[config.mk]
export PLATFORM = sky130hd
export DESIGN_NAME = async_fifo_frame_writer
export DESIGN_NICKNAME = d
export VERILOG_FILES = /design/src/rtl/async_fifo_frame_writer.sv
export SDC_FILE = /design/constraint.sdc
export NUM_CORES = 1
export LEC_CHECK = 0
export ABC_AREA = 1
export CAP_MARGIN = 25
export CORE_UTILIZATION = 30
export CTS_BUF_LIST = sky130_fd_sc_hd__clkbuf_16
export DETAILED_ROUTE_END_ITERATION = 10
export PLACE_DENSITY = 0.63
export SYNTH_ARGS = -nofsm -noshare
export SYNTH_HDL_FRONTEND = slang
export SYNTH_SLANG_ARGS = --single-unit
[constraint.sdc]
create_clock -name wr_clk -period 1.3 [get_ports wr_clk]
set_input_delay 0.39 -clock wr_clk [delete_from_list [all_inputs] [get_ports wr_clk]]
set_output_delay 0.39 -clock wr_clk [all_outputs]
set_load 0.05 [all_outputs]
[src/rtl/async_fifo_frame_writer.sv]
// Write-side frame producer for the async FIFO: buffers one {eop,data} word,
// drops whole frames when the FIFO is almost full at SOP, and counts frames.
module async_fifo_frame_writer #(
  parameter int DATA_WIDTH = 4,
  parameter int CNT_WIDTH  = 8
) (
  input  logic                  wr_clk,
  input  logic                  wr_rst_n,
  input  logic                  enable,
  input  logic                  clr_cnt,
  input  logic                  in_valid,
  output logic                  in_ready,
  input  logic [DATA_WIDTH-1:0] in_data,
  input  logic                  in_sop,
  input  logic                  in_eop,
  output logic                  fifo_wr_en,
  output logic [DATA_WIDTH:0]   fifo_wr_data,
  input  logic                  fifo_full,
  input  logic                  fifo_afull,
  output logic [CNT_WIDTH-1:0]  frm_cnt,
  output logic [CNT_WIDTH-1:0]  drop_cnt,
  output logic                  proto_err
);

  typedef enum logic [1:0] {IDLE, PASS, DROP} state_t;

  localparam logic [CNT_WIDTH-1:0] CNT_MAX = '1;

  state_t                state_reg;
  logic                  buf_vld_reg;
  logic [DATA_WIDTH:0]   buf_reg;
  logic [CNT_WIDTH-1:0]  frm_cnt_reg;
  logic [CNT_WIDTH-1:0]  drop_cnt_reg;
  logic                  proto_err_reg;

  logic wr_fire;
  logic accept;
  logic load;
  logic drop_sop;
  logic frame_err;
  logic frm_done;

  assign wr_fire = buf_vld_reg & ~fifo_full;
  assign accept  = in_valid & in_ready;

  always_comb begin
    in_ready = 1'b0;
    case (state_reg)
      IDLE:    in_ready = enable & (~buf_vld_reg | wr_fire);
      PASS:    in_ready = ~buf_vld_reg | wr_fire;
      DROP:    in_ready = 1'b1;
      default: in_ready = 1'b0;
    endcase
  end

  // Any accepted SOP re-runs the afull decision, even when it abandons a frame.
  assign drop_sop  = accept & in_sop & fifo_afull;
  assign load      = accept & (in_sop ? ~fifo_afull : (state_reg == PASS));
  assign frame_err = accept & ((state_reg == IDLE) ? ~in_sop : in_sop);
  assign frm_done  = wr_fire & buf_reg[DATA_WIDTH];

  always_ff @(posedge wr_clk or negedge wr_rst_n) begin
    if (!wr_rst_n) begin
      state_reg   <= IDLE;
      buf_vld_reg <= 1'b0;
      buf_reg     <= '0;
    end else begin
      if (accept) begin
        if (in_eop)
          state_reg <= IDLE;
        else if (in_sop)
          state_reg <= fifo_afull ? DROP : PASS;
      end
      if (load) begin
        buf_vld_reg <= 1'b1;
        buf_reg     <= {in_eop, in_data};
      end else if (wr_fire) begin
        buf_vld_reg <= 1'b0;
      end
    end
  end

  always_ff @(posedge wr_clk or negedge wr_rst_n) begin
    if (!wr_rst_n) begin
      frm_cnt_reg   <= '0;
      drop_cnt_reg  <= '0;
      proto_err_reg <= 1'b0;
    end else if (clr_cnt) begin
      frm_cnt_reg   <= '0;
      drop_cnt_reg  <= '0;
      proto_err_reg <= 1'b0;
    end else begin
      if (frm_done && frm_cnt_reg != CNT_MAX)
        frm_cnt_reg <= frm_cnt_reg + 1'b1;
      if (drop_sop && drop_cnt_reg != CNT_MAX)
        drop_cnt_reg <= drop_cnt_reg + 1'b1;
      if (frame_err)
        proto_err_reg <= 1'b1;
    end
  end

  assign fifo_wr_en   = wr_fire;
  assign fifo_wr_data = buf_reg;
  assign frm_cnt      = frm_cnt_reg;
  assign drop_cnt     = drop_cnt_reg;
  assign proto_err    = proto_err_reg;

endmodule
Yosys cells after proc, flatten, opt, wreduce, memory -nomap -nowiden:

Cells that the tools add are included.

* register bits: 25
* input port bits: 13
* output and inout port bits: 24
* word-level logic and storage cells: 48

* add/subtract/negate cells: 2
* equality and inequality tests: 4
* muxes and demuxes: 14
* bitwise gates (word level): 13
* reduce and logical (&&, ||, !) cells: 9

Operator list (count)
* $mux W8: 4
* $add A8 B1 Y8 const B: 2
* $ne A8 B8 Y1 const B: 2
* $reduce_bool A2 Y1: 5
* $and A1 B1 Y1: 8
* $mux W1: 6
* $mux W2: 3
* $not A1 Y1: 4
* $pmux W1 S3: 1
* $eq A2 B1 Y1 const B: 1
* $eq A2 B2 Y1 const B: 1
* $logic_and A1 B1 Y1: 2
* $logic_not A2 Y1: 1
* $reduce_and A2 Y1: 1
* $or A1 B1 Y1: 1

Depth between registers and ports, before layout:

* depth in word-level cells: 11
* mapped depth: 9

Least setup slack after synthesis:

No wires, ideal clock.

* path type: register to register
* from: register frm_cnt_reg[0], in the netlist frm_cnt[0]
* to: register frm_cnt_reg[2], in the netlist frm_cnt[2]
* setup time: 76 ps
* arrival time: 1590 ps
* required time: 1224 ps
* path slack: -366 ps
* cell stages (with the launch flop): 10
* period minus slack after synthesis: 1666 ps
* cell sequence: dfrtp_1 ha_1 nand3_2 nor2_2 nand2_2 nand2_4 nand2_4 clkinv_4 nand2_1 o21ai_1

* word-level cells in the longest chain between the ends: 3

Ends and longest elaborated chain
* start, declared: RTL line 32 `logic [CNT_WIDTH-1:0] frm_cnt_reg;`
* start signal, assigned: RTL line 94 `frm_cnt_reg <= frm_cnt_reg + 1'b1;`
* $add A8 B1 Y8 / $ne A8 B8 Y1 (equally long branches): RTL line 94, 93
* $mux W8 / $logic_and A1 B1 Y1 (equally long branches): RTL line 93 `if (frm_done && frm_cnt_reg != CNT_MAX)`
* $mux W8 / $reduce_bool A2 Y1 (equally long branches)

Several ways; a longest one is shown, not always the timed one. The select of a mux whose other input is x is not followed.
A chain may end at the register's enable or synchronous reset.

Final worst setup path:

* from: register state_reg[1]
* to: output port in_ready

* word-level cells in the longest chain between the ends: 2

Ends and longest elaborated chain
* start, declared: RTL line 29 `state_t state_reg;`
* start signal, assigned: RTL line 72 `state_reg <= fifo_afull ? DROP : PASS;`
* $eq A2 B2 Y1, or another cell as far along: RTL line 48 `case (state_reg)`
* $pmux W1 S3 *: RTL line 48
* end, declared: RTL line 12 `output logic in_ready,`

Every way passes the cells marked *; elsewhere a longest branch is shown, timed or not.

==> results.txt <==
----------------------------------------------------
[Floorplanning]
  Count of standard-cell rows ... 25
  Area of the die ... 5322 µm²
  Die Ht ... 72.95 µm
  Core area ... 4786 µm²
  Effective utilization at floorplan ... 31.56%
  Chip Width ... 72.95 µm
  Number of ports placed on the die boundary ... 37

[Worst setup path]
  WP data required ... 0.91 ns
  Largest fanout on the critical path ... 3
  Worst path cell trace ... inv_2, nand3_4, nand2_4, buf_12
  Largest stage delay, worst path ... 0.42 ns
  Cells on worst reg2reg path ... 7
  Crit path buffers/inverters ... 2
  Reg-to-Reg Start ... state_reg[1]
  Cell class contributing the biggest share of worst-path delay ... flip-flops
  Path type of the worst setup path ... register to output port
  Slowest stage cell on the critical path ... sky130_fd_sc_hd__dfrtp_1
  Register-to-register setup slack ... -0.09 ns
  Nature of the critical path endpoint ... output port
  Reg-to-reg endpoint ... fifo_wr_data[2]
  CP startpoint kind ... register
  Levels on crit path ... 4
  Arrival time worst endpoint ... 1.07 ns

[Power and ir drop]
  Total power ... 3.329 mW
  Power share of the clock group ... 20.8%
  Switching power as a share of total power ... 37.84%
  Power density cells ... 1215 nW/µm²
  Total net switching power ... 1.260 mW
  Combinational cell fraction of total power ... 48.3%
  Internal power ... 2.070 mW
  Highest ir drop seen on vdd ... 0.0009955 V
  Flop pwr share ... 30.8%
  Leakage power ... 1.327 nW

[Placement]
  Number of placed cells counting well taps ... 320
  Port Buffers ... 36
  Worst setup slack after placement ... -0.4637 ns
  Post-detail-place hpwl ... 2618 µm
  Placement Cell Area ... 2407 µm²
  RePlAce Congestion ... 0.7894

[Finish]
  Area growth from synthesis to layout ... 81.44%
  Fin util ... 57.25%
  Non-Filler Cell Area, Final ... 2740 µm²
  Fill cell total of the finished layout ... 409
  Area taken by multi-input logic gates ... 909.6 µm²
  Final nets ... 291
  Antenna diodes ... 0
  Area used by sequential logic in the layout ... 641.9 µm²
  Final instance count without filler cells ... 342
  Fraction of layout cells with a size suffix above 1 ... 48.00%

[Clock tree]
  Clock Latency Late Sink ... 0.26 ns
  Reg clk slew, reported paths ... 0.07 ns
  CTS tree ... built
  Clock Sinks ... 25
  Root buf cell ... sky130_fd_sc_hd__clkbuf_16
  Maximum buffer depth of the clock tree ... 2
  Maximum level of the CTS H-tree ... 1
  Cts hold-fix bufs ... 0
  TritonCTS buffer count ... 3

[Routing]
  WL per Instance ... 10.97 µm
  Routed Antenna Nets ... 0
  Via Count ... 1508
  Vias per Instance ... 4.409
  DRC Markers ... 0
  Number of violations reported at the end of detailed-routing iteration 0 ... 63
  First-pass iteration count of the detailed router ... 4
  Wire length after detailed routing ... 3752 µm

[Synth]
  Distinct cell type count after synthesis ... 26
  Number of warnings printed during yosys synthesis ... 0
  Cells after Synth ... 200
  Post-synthesis average cell area ... 7.551 µm²
  Post-synthesis sequential element count ... 25
  Synthesized netlist net count ... 215
  Netlist Area Pre-Place ... 1510 µm²
  Sequential area share after synthesis ... 41.43%

[Timing]
  Final Max Tran Viols ... 0
  Worst hold slack ... 0.4750 ns
  Final total negative setup slack ... -1.243 ns
  Hold violation total from the final report ... 0
  Clock skew after layout ... 0.004550 ns
  Max frequency ... 687.1 MHz
  Transition time at the pin with the least slew margin ... 0.2687 ns
  Relative max-transition margin ... 82.04%
  Final worst-path cycle share ... 112.0%
  Setup repair after global routing missed its margin ... true
  Post-route worst setup slack ... -0.1555 ns
  Number of failing setup endpoints in the final timing report ... 26
  Shortest clock period the worst path allows after layout ... 1.455 ns

[GRT]
  Number of antenna violations at the first check in global routing ... 0
  Via count of the first global-routing pass ... 1457
  Pin count of the biggest net entering global routing ... 26
  First-pass GRT wire length ... 6423 µm
  Global router's overall resource usage ... 15.63%
  Total grt overflow ... 0

[Status]
  Violated checks ... setup timing
  Result of the run ... finished with violations

[Run]
  Max_cap viols ... 0

[Hold path]
  Min-delay worst type ... primary input to asynchronous set/reset pin

----------------------------------------------------
-- kinds of logic (layout without fill, tap and decap cells) --
group,after synthesis,after routing,synth area share (%)
xor gates and xnor gates,8,8,4.640
and+or+nand+nor,127,127,40.35
buffers and inverters,30,105,7.871
DFF,25,25,41.43
adders and majority gates,2,2,1.657
AOI/OAI and AO/OA,8,8,4.060
-- power groups by stage --
stage	sequential, mW	clock [mW]	combinational [mW]
finish	1.03	0.693	1.61
global route	1.04	0.741	1.70
CTS	1.02	0.714	1.58
detailed placement	1.02	0	1.49
global placement	1.01	0	1.48
floorplan	1.29	0	0.459
-- area by class of cell --
| cell class | count | share of cell area, % |
|---|---|---|
| clock buffer | 3 | 2.740 |
| sequential | 25 | 23.42 |
| clock inverter | 1 | 0.1826 |
| multi-input combinational | 145 | 33.20 |
| timing repair inverter | 1 | 0.2283 |
| timing repair buffer | 72 | 33.01 |
| tap | 67 | 3.059 |
| inverter | 28 | 4.155 |
-- synth_stat cells, drive strengths merged --
library cell | count | area share [%]
ha | 2 | 1.7
clkbuf | 2 | 0.50
xor2 | 7 | 4.1
nand2 | 69 | 19
o21ai | 5 | 2.2
nand4 | 4 | 2.5
nand3 | 34 | 12
a21oi | 2 | 0.66
a21boi | 1 | 1.2
nor2 | 19 | 5.6
clkinv | 2 | 0.91
inv | 26 | 6.5
dfrtp | 25 | 41
or2 | 1 | 0.41
xnor2 | 1 | 0.58
-- worst reg2reg max path, delay by kind of cell, from the launching register on --
family | cells | cell delay (ns)
flip-flops | 1 | 0.42
AND/OR/NAND/NOR | 4 | 0.35
AO/OA/AOI/OAI | 1 | 0.27
buffers and inverters | 2 | 0.25
-- worst max path at each step --
| stage | end | slack [ns] | from |
|---|---|---|---|
| after floorplan | frm_cnt[7] | -0.11 | frm_cnt[0] |
| after global placement | in_ready | -0.48 | fifo_full |
| after detailed placement | in_ready | -0.46 | fifo_full |
| after CTS | in_ready | -0.16 | state_reg[0] |
| after global routing | in_ready | -0.21 | buf_vld_reg |
| final | in_ready | -0.16 | state_reg[1] |
-- layer usage --
| metal | vias up | global-route usage [%] | share of wire (%) |
|---|---|---|---|
| met1 | 694 | 19.86 | 45 |
| met5 | - | 0 | 0 |
| met4 | 0 | 4.575 | 1.2 |
| met2 | 23 | 27.62 | 52 |
| met3 | 4 | 2.072 | 2.1 |
| li1 | 787 | - | - |
-- timing repair --
item,CTS,global route
gates resized for setup,26,24
endpoints found under the setup margin,37,35
pin swaps,17,7
setup buffers,16,4
gates cloned,1,0
-- cell usage in the layout, fill, tap and decap left out, types with 3 or more instances in the layout --
master	instances
sky130_fd_sc_hd__nor2_1	13
sky130_fd_sc_hd__o21ai_2	3
sky130_fd_sc_hd__inv_1	18
sky130_fd_sc_hd__nand2_1	46
sky130_fd_sc_hd__nor2_4	3
sky130_fd_sc_hd__nand2_4	6
sky130_fd_sc_hd__clkdlybuf4s50_1	7
sky130_fd_sc_hd__dfrtp_1	12
sky130_fd_sc_hd__dlygate4sd2_1	4
sky130_fd_sc_hd__inv_2	7
sky130_fd_sc_hd__nor2_2	3
sky130_fd_sc_hd__dfrtp_2	13
sky130_fd_sc_hd__nand3_2	4
sky130_fd_sc_hd__nand3_1	28
sky130_fd_sc_hd__clkbuf_16	3
sky130_fd_sc_hd__buf_4	28
sky130_fd_sc_hd__xor2_1	7
sky130_fd_sc_hd__nand2_2	17
sky130_fd_sc_hd__buf_12	25
sky130_fd_sc_hd__buf_6	7
Power figures use the tool's default switching activity.
